File: config.mk
export PLATFORM = sky130hd
export DESIGN_NAME = stage_fetch_flat
export DESIGN_NICKNAME = d
export VERILOG_FILES = /design/src/rtl/stage_fetch_pkg.sv /design/src/rtl/stage_fetch_if.sv /design/src/rtl/stage_fetch_fifo.sv /design/src/rtl/stage_fetch.sv /design/src/flat_wrapper.sv
export SDC_FILE = /design/constraint.sdc
export NUM_CORES = 1
export LEC_CHECK = 0
export ABC_AREA = 1
export CAP_MARGIN = 20
export CELL_PAD_IN_SITES_DETAIL_PLACEMENT = 1
export CELL_PAD_IN_SITES_GLOBAL_PLACEMENT = 1
export CORE_MARGIN = 2
export CORE_UTILIZATION = 44
export CTS_CLUSTER_DIAMETER = 40
export DETAILED_ROUTE_END_ITERATION = 16
export PLACE_DENSITY = 0.87
export SYNTH_ARGS = -nofsm -noshare
export SYNTH_HDL_FRONTEND = slang
export SYNTH_HIERARCHICAL = 1
export SYNTH_SLANG_ARGS = --single-unit
File: constraint.sdc
create_clock -name clk -period 9.61 [get_ports clk]
set_clock_uncertainty 0.2 [all_clocks]
set_input_delay 2.883 -clock clk [delete_from_list [all_inputs] [get_ports clk]]
set_output_delay 2.883 -clock clk [all_outputs]
set_load 0.01 [all_outputs]
File: src/rtl/stage_fetch_pkg.sv
// Shared types and constants for the fetch stage.
package stage_fetch_pkg;

  // Fetch state encodings (kept as plain constants for the legacy netlist flow)
  localparam logic [0:0] FE_RUN   = 1'b0;
  localparam logic [0:0] FE_FAULT = 1'b1;

  localparam logic [31:0] INSN_NOP = 32'h0000_0013;

  // One instruction buffer entry: the word plus the PC it was fetched from
  typedef struct packed {
    logic [31:0] pc;
    logic [31:0] insn;
  } fetch_entry_t;

  function automatic logic [31:0] word_align(input logic [31:0] addr);
    return {addr[31:2], 2'b00};
  endfunction

endpackage

File: src/rtl/stage_fetch_if.sv
// Instruction memory request/response bus between fetch and imem.
interface stage_fetch_if;
  logic        imem_req;
  logic [31:0] imem_addr;
  logic        imem_gnt;
  logic        imem_rvalid;
  logic [31:0] imem_rdata;
  logic        imem_err;

  modport master (
    output imem_req, imem_addr,
    input  imem_gnt, imem_rvalid, imem_rdata, imem_err
  );

  modport slave (
    input  imem_req, imem_addr,
    output imem_gnt, imem_rvalid, imem_rdata, imem_err
  );
endinterface

File: src/rtl/stage_fetch_fifo.sv
// Synchronous instruction buffer of {pc, insn} entries with flush and count.
module fetch_fifo
  import stage_fetch_pkg::*;
#(
  parameter int unsigned DEPTH = 2
) (
  input  logic                     clk,
  input  logic                     reset,
  input  logic                     flush,
  input  logic                     push,
  input  fetch_entry_t             push_data,
  input  logic                     pop,
  output fetch_entry_t             head,
  output logic                     empty,
  output logic [$clog2(DEPTH):0]   count
);

  localparam int unsigned AW = $clog2(DEPTH);
  localparam logic [AW:0] FULL_CNT = (AW+1)'(DEPTH);

  fetch_entry_t    mem [DEPTH];
  logic [AW-1:0]   wr_ptr;
  logic [AW-1:0]   rd_ptr;
  logic [AW:0]     cnt;
  logic            full;
  logic            do_push;
  logic            do_pop;

  // Push on a full buffer is only legal when the head leaves in the same cycle
  always_comb begin
    empty   = (cnt == '0);
    full    = (cnt == FULL_CNT);
    do_pop  = pop && !empty;
    do_push = push && (!full || pop);
    head    = mem[rd_ptr];
    count   = cnt;
  end

  // Pointer and occupancy tracking; flush empties the buffer in one cycle
  always_ff @(posedge clk) begin
    if (reset || flush) begin
      wr_ptr <= '0;
      rd_ptr <= '0;
      cnt    <= '0;
    end else begin
      if (do_push) wr_ptr <= wr_ptr + 1'b1;
      if (do_pop)  rd_ptr <= rd_ptr + 1'b1;
      case ({do_push, do_pop})
        2'b10:   cnt <= cnt + 1'b1;
        2'b01:   cnt <= cnt - 1'b1;
        default: cnt <= cnt;
      endcase
    end
  end

  // Storage; cleared on reset so the head reads zero until the first push
  always_ff @(posedge clk) begin
    if (reset) begin
      for (int unsigned i = 0; i < DEPTH; i++) mem[i] <= '0;
    end else if (do_push && !flush) begin
      mem[wr_ptr] <= push_data;
    end
  end

endmodule

File: src/rtl/stage_fetch.sv
// Front pipeline stage: PC sequencing, credit-limited imem reads, redirect drop.
module stage_fetch
  import stage_fetch_pkg::*;
#(
  parameter logic [31:0] RESET_PC   = 32'h0000_0000,
  parameter int unsigned FIFO_DEPTH = 2
) (
  input  logic               clk,
  input  logic               reset,
  output logic               de_valid,
  output logic [31:0]        de_insn,
  output logic [31:0]        de_pc,
  input  logic               de_stall,
  input  logic               redirect,
  input  logic [31:0]        redirect_pc,
  stage_fetch_if.master      imem,
  output logic               fe_fault
);

  localparam int unsigned CW = $clog2(FIFO_DEPTH) + 1;
  localparam logic [CW:0] CREDITS = (CW+1)'(FIFO_DEPTH);

  logic [31:0]   pc;
  logic [31:0]   rsp_pc;
  logic [CW-1:0] outstanding;
  logic [CW-1:0] outstanding_next;
  logic [CW-1:0] drop;
  logic [CW-1:0] fifo_count;
  logic [CW:0]   credit_used;
  logic [0:0]    state;
  logic          issue;
  logic          rsp_drop;
  logic          rsp_take;
  logic          push;
  logic          pop;
  logic          fifo_empty;
  fetch_entry_t  head;
  fetch_entry_t  push_data;

  // Issue is credit-limited so every outstanding response has a buffer slot
  always_comb begin
    credit_used      = {1'b0, fifo_count} + {1'b0, outstanding};
    imem.imem_req    = !reset && (state == FE_RUN) && !redirect && (credit_used < CREDITS);
    imem.imem_addr   = pc;
    issue            = imem.imem_req && imem.imem_gnt;
    rsp_drop         = (drop != '0);
    rsp_take         = imem.imem_rvalid && !rsp_drop && (state == FE_RUN) && !redirect;
    push             = rsp_take && !imem.imem_err;
    pop              = de_valid && !de_stall;
    outstanding_next = outstanding + CW'(issue) - CW'(imem.imem_rvalid);
    push_data        = '{pc: rsp_pc, insn: imem.imem_rdata};
    de_valid         = !fifo_empty;
    de_insn          = head.insn;
    de_pc            = head.pc;
    fe_fault         = (state == FE_FAULT);
  end

  // PC, response-PC tracking, credit/drop counters and run/fault state.
  // rsp_pc follows the oldest surviving request so de_pc needs no per-request queue.
  always_ff @(posedge clk) begin
    if (reset) begin
      pc          <= RESET_PC;
      rsp_pc      <= RESET_PC;
      outstanding <= '0;
      drop        <= '0;
      state       <= FE_RUN;
    end else begin
      outstanding <= outstanding_next;
      if (redirect) begin
        pc     <= word_align(redirect_pc);
        rsp_pc <= word_align(redirect_pc);
        drop   <= outstanding_next;
        state  <= FE_RUN;
      end else begin
        if (issue) pc <= pc + 32'd4;
        if (imem.imem_rvalid && rsp_drop) drop <= drop - 1'b1;
        if (rsp_take) begin
          if (imem.imem_err) state  <= FE_FAULT;
          else               rsp_pc <= rsp_pc + 32'd4;
        end
      end
    end
  end

  // Counter sanity: a response needs a request in flight, drops never exceed it
  always_ff @(posedge clk) begin
    if (!reset) begin
      if (imem.imem_rvalid) assert (outstanding != '0);
      assert (drop <= outstanding);
    end
  end

  fetch_fifo #(
    .DEPTH(FIFO_DEPTH)
  ) u_fifo (
    .clk       (clk),
    .reset     (reset),
    .flush     (redirect),
    .push      (push),
    .push_data (push_data),
    .pop       (pop),
    .head      (head),
    .empty     (fifo_empty),
    .count     (fifo_count)
  );

endmodule

File: src/flat_wrapper.sv
// flat-port wrapper written by rule: the top's interface ports become plain ports
module stage_fetch_flat import stage_fetch_pkg::*;
#(
  parameter logic [31:0] RESET_PC   = 32'h0000_0000,
  parameter int unsigned FIFO_DEPTH = 2
)
  (clk, reset, de_valid, de_insn, de_pc, de_stall, redirect, redirect_pc, fe_fault, imem_imem_req, imem_imem_addr, imem_imem_gnt, imem_imem_rvalid, imem_imem_rdata, imem_imem_err);
  stage_fetch_if imem_i ();
  input  logic clk;
  input  logic reset;
  output logic de_valid;
  output logic [31:0] de_insn;
  output logic [31:0] de_pc;
  input  logic de_stall;
  input  logic redirect;
  input  logic [31:0] redirect_pc;
  output logic fe_fault;
  output wire logic [$bits(imem_i.imem_req)-1:0] imem_imem_req;
  output wire logic [$bits(imem_i.imem_addr)-1:0] imem_imem_addr;
  input wire logic [$bits(imem_i.imem_gnt)-1:0] imem_imem_gnt;
  input wire logic [$bits(imem_i.imem_rvalid)-1:0] imem_imem_rvalid;
  input wire logic [$bits(imem_i.imem_rdata)-1:0] imem_imem_rdata;
  input wire logic [$bits(imem_i.imem_err)-1:0] imem_imem_err;
  assign imem_imem_req = imem_i.imem_req;
  assign imem_imem_addr = imem_i.imem_addr;
  assign imem_i.imem_gnt = imem_imem_gnt;
  assign imem_i.imem_rvalid = imem_imem_rvalid;
  assign imem_i.imem_rdata = imem_imem_rdata;
  assign imem_i.imem_err = imem_imem_err;
  stage_fetch #(.RESET_PC(RESET_PC), .FIFO_DEPTH(FIFO_DEPTH)) u_core (.clk(clk), .reset(reset), .de_valid(de_valid), .de_insn(de_insn), .de_pc(de_pc), .de_stall(de_stall), .redirect(redirect), .redirect_pc(redirect_pc), .imem(imem_i), .fe_fault(fe_fault));
endmodule
== After elaboration in Yosys (flattened, before gate mapping) ==
Memories as Yosys holds them, arrays and structs flattened. A register that Yosys moved wholly into a read port is not among the register bits.
Index checks and enable logic that the tools add are counted.
Word-level totals
  input port bits: 71
  memories kept: 1
  RAM bits: 128
  output and inout port bits: 99
  flip-flop bits (word level): 73
Operators by class
  multiplexer cells: 18
  add/sub/neg operators: 10
  magnitude comparators: 1
  equal/unequal tests: 4
  bitwise gates (word level): 2
  reductions and logical operators: 33
Memories
  u_core.u_fifo.mem: words 2, width 64, rd ports 1, clocked after memory_dff 1, wr ports 2, RTL line stage_fetch_fifo.sv:21  | fetch_entry_t mem [DEPTH];
Operator list (number)
  $mux W32: 5
  $add A32 B3 Y32 const B: 2
  $mux W64: 1
  $reduce_or A64 Y1: 1
  $logic_and A1 B1 Y1: 13
  $reduce_bool A2 Y1: 5
  $mux W1: 9
  $logic_not A1 Y1: 7
  $reduce_and A2 Y1: 3
  $eq A2 B2 Y1 const B: 2
  $mux W2: 2
  $pmux W2 S2: 1
  $sub A2 B1 Y2 const B: 2
  $add A2 B2 Y3: 1
  $lt A3 B2 Y1 const B: 1
  $add A1 B1 Y1 const B: 2
  $add A2 B1 Y2: 1
  $add A2 B1 Y2 const B: 1
  $eq A2 B1 Y1 const B: 1
  $logic_not A2 Y1: 1
  $logic_or A1 B1 Y1: 2
  $ne A2 B2 Y1 const B: 1
  $not A1 Y1: 2
  $reduce_or A2 Y1: 1
  $sub A2 B1 Y2: 1

== Longest topological paths before layout ==
Gate-level depths: netlist of run 1.
  depth after elaboration: 13
  gate-level depth with buffers: 15
  depth with buffers taken out: 14

== Cells and area by module ==
The synthesis of run 1 kept the hierarchy.
Modules (own cells, without submodules)
  fetch_fifo: area each 5853.1 um2, cells each 443, times used 1
  stage_fetch: area each 4391.7 um2, cells each 719, times used 1

== Least setup slack after synthesis of run 1 ==
No wires, ideal clock.
  path type: in2out
  start: in reset
  end: out imem_imem_req
  cell stages on the path: 4
  data arrival time: 3.445 ns
  buffers on the path: 1
  path slack: 3.082 ns
  data required time: 6.527 ns
  cell sequence: buf_2 nor2_4 nand3_2 inv_1
Between the ends
  word-level cells in the longest chain between the ends: 4
RTL lines
  from (decl): RTL line flat_wrapper.sv:10  | input logic reset;
  $logic_not A1 Y1: RTL line stage_fetch.sv:43  | imem.imem_req = !reset && (state == FE_RUN) && !redirect && (credit_used < CREDITS);
  $logic_and A1 B1 Y1 (3 in a row): RTL line stage_fetch.sv:43
  to (decl): RTL line flat_wrapper.sv:18  | output wire logic [$bits(imem_i.imem_req)-1:0] imem_imem_req;
Every way passes these cells.

== Worst setup path after layout of run 1 ==
  start: in redirect
  end: out imem_imem_req
Between the ends
  word-level cells in the longest chain between the ends: 3
RTL lines
  from (decl): RTL line flat_wrapper.sv:15  | input logic redirect;
  $logic_not A1 Y1: RTL line stage_fetch.sv:43
  $logic_and A1 B1 Y1 (2 in a row): RTL line stage_fetch.sv:43
Every way passes these cells.

==> results of run 1 <==
==> power breakdown <==
group / leakage [nW] / total [mW] / internal [mW] / switching [mW]
registers: 1.90 / 0.977 / 0.943 / 0.0339
clock network: 0.290 / 0.724 / 0.352 / 0.372
logic: 2.61 / 0.220 / 0.0989 / 0.122
total: 4.79 / 1.92 / 1.39 / 0.527
==> layout by cell type, fill, tap and decap left out, drive strengths merged <==
cell	Yosys	layout
nand2	236	236
nor2	227	227
inv	161	169
clkdlybuf4s50	0	163
edfxtp	128	128
dfxtp	70	70
nand3	68	68
mux2	64	64
a21oi	49	49
o21ai	37	37
a31oi	18	18
clkbuf	7	17
xor2	12	12
buf	38	9
o22ai	7	7
clkinv	0	7
ha	6	6
nand4	6	6
o211ai	5	5
conb	1	4
nor3	4	4
nand3b	3	3
xnor2	3	3
nor3b	2	2
o21bai	2	2
or2	2	2
and2	1	1
o31ai	1	1
a31o	1	1
a22o	1	1
a41oi	1	1
fa	1	1
==> kinds of logic (layout without fill, tap and decap cells) <==
group	count (synthesis)	in the layout	share of synthesized area [%]
simple gates	549	549	24.0
buf+inv	206	365	8.93
flops	198	198	51.2
compound gates	122	122	6.57
mux	64	64	7.03
xor+xnor	15	15	1.28
fa+ha+maj	7	7	0.928
other cells	1	4	0.0366
==> layer usage <==
layer,global-route usage (%),routed length (µm),up-vias,part of all wire (%)
met1,30.3,12600,4104,43
li1,-,-,4061,-
met2,43.0,14600,246,50
met4,7.21,550,0,1.9
met3,4.32,1560,37,5.3
met5,0,0,-,0
==> sequential cells by signal, summed over array words and instances, names as in the netlist, named ones only <==
register,flops
u_core/u_fifo/count,2
u_core/u_fifo/mem,128
u_core/fe_fault,1
u_core/outstanding,2
u_core/drop,2
u_core/u_fifo/rd_ptr,1
u_core/imem.imem_addr,30
u_core/u_fifo/wr_ptr,1
u_core/rsp_pc,30
==> cell type report <==
type                       count  area, µm²  share of cell area (%)
sequential                   198       5250                    41.5
inverter                     161        604                    4.78
timing repair buffer         172       1710                    13.5
multi-input combinational    761       4110                    32.5
clock buffer                  17        425                    3.36
tap                          313        392                    3.09
clock inverter                15        174                    1.37
==> worst max-delay path: cells and delay by family <==
kind	cells	cell delay, ps
AND/OR/NAND/NOR	2	600
buffers and inverters	3	990
==> final timing paths <==
path         cells past startpoint                                     end  slack, ps
min reg2reg                      1             u_core/drop[0]$_SDFFE_PP0P_        280
max reg2reg                     11  u_core/u_fifo/mem[1][20]$_SDFFCE_PN0P_       5650
max                              5                           imem_imem_req       2050
min                              1             u_core/drop[0]$_SDFFE_PP0P_        280
==> flow_metrics.env, run 1 <==
export IMPL_status="completed"
export IMPL_clk_pin_slew_ps=80
export IMPL_instances_no_fill=1637
export IMPL_core_area_mm2=0.0228
export IMPL_syn_inst=1162
export IMPL_syn2layout_area_growth_pct=23.5
export IMPL_cts_hold_buf=0
export IMPL_cp_slowest_cell="clkdlybuf4s50_1"
export IMPL_slew_headroom_pct=31.1
export IMPL_fin_crit_ps=7560
export IMPL_avgSynthCellArea_um2=8.82
export IMPL_vdd_drop_max_v=0.000110
export IMPL_max_cap_violations=0
export IMPL_max_stage_delay_ps=530
export IMPL_yosysTopAreaCell="edfxtp_1"
export IMPL_first_global_vias=8994
export IMPL_grt_use_total_pct=24.3
export IMPL_path_cells="buf_2 > nor2_4 > nand3_2 > inv_1 > clkdlybuf4s50_1"
export IMPL_rsz0062_at_grt="no"
export IMPL_final_fill_count=2627
export IMPL_clockBufferDepth=2
export IMPL_dpl_cell_area_mm2=0.0120
export IMPL_ys_flop_type="edfxtp_1"
export IMPL_critPathArrivalTime_ps=4480
export IMPL_ios=170
export IMPL_cp_end_kind="output pin"
export IMPL_dieHeight_um=157
export IMPL_setup_tns_final_ps=0
export IMPL_slew_viol_final=0
export IMPL_setup_violations=0
export IMPL_crit_type="input port to output pin"
export IMPL_numCtsBuffers=17
export IMPL_grt_max_degree=66
export IMPL_finalCritPeriodShare_pct=78.7
export IMPL_synth_edf_count=128
export IMPL_fin_ws_ps=2050
export IMPL_post_route_util_pct=55.6
export IMPL_post_cts_buffers=0
export IMPL_ys_ff_latch=198
export IMPL_place_gp_congestion=0.849
export IMPL_crit_fanout=43
export IMPL_synthArstFlopShare_pct=0
export IMPL_reg2reg_from="u_core/drop[0]$_SDFFE_PP0P_"
export IMPL_power_total_mw=1.92
export IMPL_synth_area_leaders="edfxtp_1 (38%), dfxtp_1 (14%), nand2_1 (8.5%)"
export IMPL_synthTopCellsByCount="nand2_1 (232), nor2_1 (174), inv_1 (156)"
export IMPL_rows=55
export IMPL_port_buffers=165
export IMPL_wl_mm=29.3
export IMPL_cp_startpoint="redirect"
export IMPL_antenna_found_initial=0
export IMPL_drt_iter0_markers=453
export IMPL_routedWlPerCell_um=17.9
export IMPL_netlist_area_mm2=0.0102
export IMPL_hold_class="flip-flop to flip-flop"
export IMPL_powerDensity_mw_per_mm2=152
export IMPL_drt_first_pass_iters=4
export IMPL_drc=0
export IMPL_hold_slack_ps=284
export IMPL_synth_top_area_share_pct=37.5
export IMPL_yosysWarnings=6
export IMPL_die_area_mm2=0.0245
export IMPL_pre_cts_ws_ps=2020
export IMPL_dp_cells=1604
export IMPL_dp_hpwl_mm=20.2
export IMPL_synth_most_common_cell="nand2_1"
export IMPL_via_count=8448
export IMPL_max_freq_mhz=132
export IMPL_hold_viol=0
export IMPL_final_area_mm2=0.0127
export IMPL_cts_sinks=198
export IMPL_startpoint_type="input port"
export IMPL_overflow=0
export IMPL_nNetsFinal=1389
export IMPL_via_per_inst=5.16
export IMPL_htreeDepth=4
export IMPL_dieWidth_um=157
export IMPL_required_ps=6530
export IMPL_clock_latency_ps=440
export IMPL_initial_core_util_pct=45.0
export IMPL_netlist_cell_type_count=43
export IMPL_hp_start="u_core/drop[0]$_SDFFE_PP0P_"
export IMPL_cts_resized=0
export IMPL_yosysSeqAreaShare_pct=51.2
export IMPL_power_leakage_nw=4.79
export IMPL_drive_above_1_share_pct=13.4
export IMPL_ant_nets=0
export IMPL_tightestPinTransition_ps=1030
export IMPL_cts_tree="yes"
export IMPL_cts_root_buf="clkbuf_16"
export IMPL_antenna_cells=0
export IMPL_grt_pass1_wl_mm=46.5
(Power assumes the default switching activity.)
==> run 2: changes to the inputs <==
--- a/config.mk
+++ b/config.mk
@@ -10,10 +10,10 @@
 export CELL_PAD_IN_SITES_DETAIL_PLACEMENT = 1
 export CELL_PAD_IN_SITES_GLOBAL_PLACEMENT = 1
 export CORE_MARGIN = 2
-export CORE_UTILIZATION = 44
+export CORE_UTILIZATION = 37
 export CTS_CLUSTER_DIAMETER = 40
 export DETAILED_ROUTE_END_ITERATION = 16
-export PLACE_DENSITY = 0.87
+export PLACE_DENSITY = 0.78
 export SYNTH_ARGS = -nofsm -noshare
 export SYNTH_HDL_FRONTEND = slang
 export SYNTH_HIERARCHICAL = 1
==> constraint.sdc (replaced) <==
create_clock -name clk -period 6.05 [get_ports clk]
set_clock_uncertainty 0.2 [all_clocks]
set_input_delay 1.815 -clock clk [delete_from_list [all_inputs] [get_ports clk]]
set_output_delay 1.815 -clock clk [all_outputs]
set_load 0.01 [all_outputs]
==> run 2 against run 1 <==
  * Power up 61%
  * Design area up 1.0%
  * First-iteration DRC count down 6.8%
  * Combinational power up 60%
  * Critical path depth unchanged
  * Die area up 18%
  * Via count down 1.5%
  * Wire length down 2.5%
  * Sequential share of layout area down 0.41 points
  * Non-clock buffer count up 2
  * Final cell count up 3.7%
  * Critical endpoint unchanged
  * Highest routed layer unchanged
==> flow_metrics.env, run 2 (synthesis results as in run 1) <==
export IMPL_status="completed"
export IMPL_cts_root_buf="clkbuf_16"
export IMPL_ant_nets=0
export IMPL_overflow=0
export IMPL_setup_tns_final_ps=0
export IMPL_port_buffers=165
export IMPL_clockBufferDepth=2
export IMPL_cp_end_kind="output pin"
export IMPL_tightestPinTransition_ps=1050
export IMPL_grt_pass1_wl_mm=44.9
export IMPL_power_leakage_nw=4.82
export IMPL_final_area_mm2=0.0128
export IMPL_grt_max_degree=66
export IMPL_via_per_inst=4.90
export IMPL_layout_common_cells="nand2_1 (230), nor2_1 (174), clkdlybuf4s50_1 (163)"
export IMPL_pre_cts_ws_ps=979
export IMPL_crit_fanout=9
export IMPL_clk_pin_slew_ps=80
export IMPL_cts_hold_buf=0
export IMPL_fin_crit_ps=5040
export IMPL_htreeDepth=4
export IMPL_intPower_mw=2.26
export IMPL_holdPathStages=1
export IMPL_max_freq_mhz=198
export IMPL_vdd_drop_max_v=0.000181
export IMPL_via_count=8318
export IMPL_slew_headroom_pct=30.3
export IMPL_dpl_cell_area_mm2=0.0122
export IMPL_hold_viol=0
export IMPL_cts_tree="yes"
export IMPL_cts_sinks=198
export IMPL_place_gp_congestion=0.852
export IMPL_clock_latency_ps=430
export IMPL_critPathArrivalTime_ps=3020
export IMPL_setup_violations=0
export IMPL_dp_hpwl_mm=19.9
export IMPL_drt_iter0_markers=422
export IMPL_required_ps=4030
export IMPL_post_route_util_pct=47.2
export IMPL_rsz0062_at_grt="no"
export IMPL_final_fill_count=3152
export IMPL_regMostFlops="u_core/u_fifo/mem"
export IMPL_ios=170
export IMPL_drive_above_1_share_pct=13.7
export IMPL_reg2regPathDepth=13
export IMPL_dieHeight_um=170
export IMPL_fin_ws_ps=1010
export IMPL_wl_mm=28.5
export IMPL_grt_use_total_pct=19.8
export IMPL_nNetsFinal=1391
export IMPL_max_cap_violations=0
export IMPL_final_common_cell="nand2_1"
export IMPL_power_total_mw=3.08
export IMPL_antenna_cells=0
export IMPL_initial_core_util_pct=37.8
export IMPL_hold_class="flip-flop to flip-flop"
export IMPL_powerDensity_mw_per_mm2=241
export IMPL_largest_reg_flops=128
export IMPL_p_seq_share_pct=50.2
export IMPL_numCtsBuffers=17
export IMPL_crit_type="input port to output pin"
export IMPL_drt_first_pass_iters=6
export IMPL_die_area_mm2=0.0290
export IMPL_clockPowerShare_pct=38.4
export IMPL_post_cts_buffers=0
export IMPL_syn2layout_area_growth_pct=24.8
export IMPL_power_frac_comb_pct=11.4
export IMPL_finalCritPeriodShare_pct=83.3
export IMPL_instances_no_fill=1698
export IMPL_dieWidth_um=170
export IMPL_hold_slack_ps=291
export IMPL_slew_viol_final=0
export IMPL_r2r_setup_slack_ps=3220
export IMPL_cts_resized=0
export IMPL_routedWlPerCell_um=16.8
export IMPL_rows=60
export IMPL_p_sw_mw=0.826
export IMPL_drc=0
export IMPL_startpoint_type="input port"
export IMPL_core_area_mm2=0.0271
export IMPL_switching_share_pct=26.8
export IMPL_antenna_found_initial=0
export IMPL_dp_cells=1666
export IMPL_first_global_vias=8616
[run 2: final timing paths]
check | from | endpoint
worst max-delay path | redirect | imem_imem_req
worst min-delay path | u_core/drop[0]$_SDFFE_PP0P_ | u_core/drop[0]$_SDFFE_PP0P_
worst max register to register | u_core/u_fifo/count[0]$_SDFFE_PP0P_ | u_core/drop[1]$_SDFFE_PP0P_
worst min register to register | u_core/drop[0]$_SDFFE_PP0P_ | u_core/drop[0]$_SDFFE_PP0P_
[run 2: worst max-delay path, stage by stage]
cell             delay, ps
buf_2                  120
nor2_4                 310
nand3_2                160
inv_1                   80
clkdlybuf4s50_1        530
[run 2: per-layer routing]
metal | vias to the layer above | GRT usage, % | routed length [µm]
met1 | 4042 | 26.2 | 13300
met3 | 20 | 3.81 | 1320
met5 | - | 0 | 0
li1 | 4072 | - | -
met4 | 0 | 4.72 | 357
met2 | 184 | 33.5 | 13600
[run 2: layout make-up]
type	instances	area [µm²]	share of cell area, %
Multi-Input combinational cell	761	4110	32.1
Clock buffer	17	425	3.33
Inverter	161	604	4.73
Timing Repair Buffer	174	1730	13.6
Sequential cell	198	5250	41.0
Clock inverter	15	199	1.56
Tap cell	372	465	3.64
[run 2: power by group through the flow]
stage	combinational [mW]	clock, mW	sequential [mW]
after global routing	0.387	1.26	1.56
after detailed placement	0.352	0	1.58
after global placement	0.342	0	1.57
after floorplan	0.183	0	1.57
final	0.352	1.18	1.55
after CTS	0.355	1.21	1.55
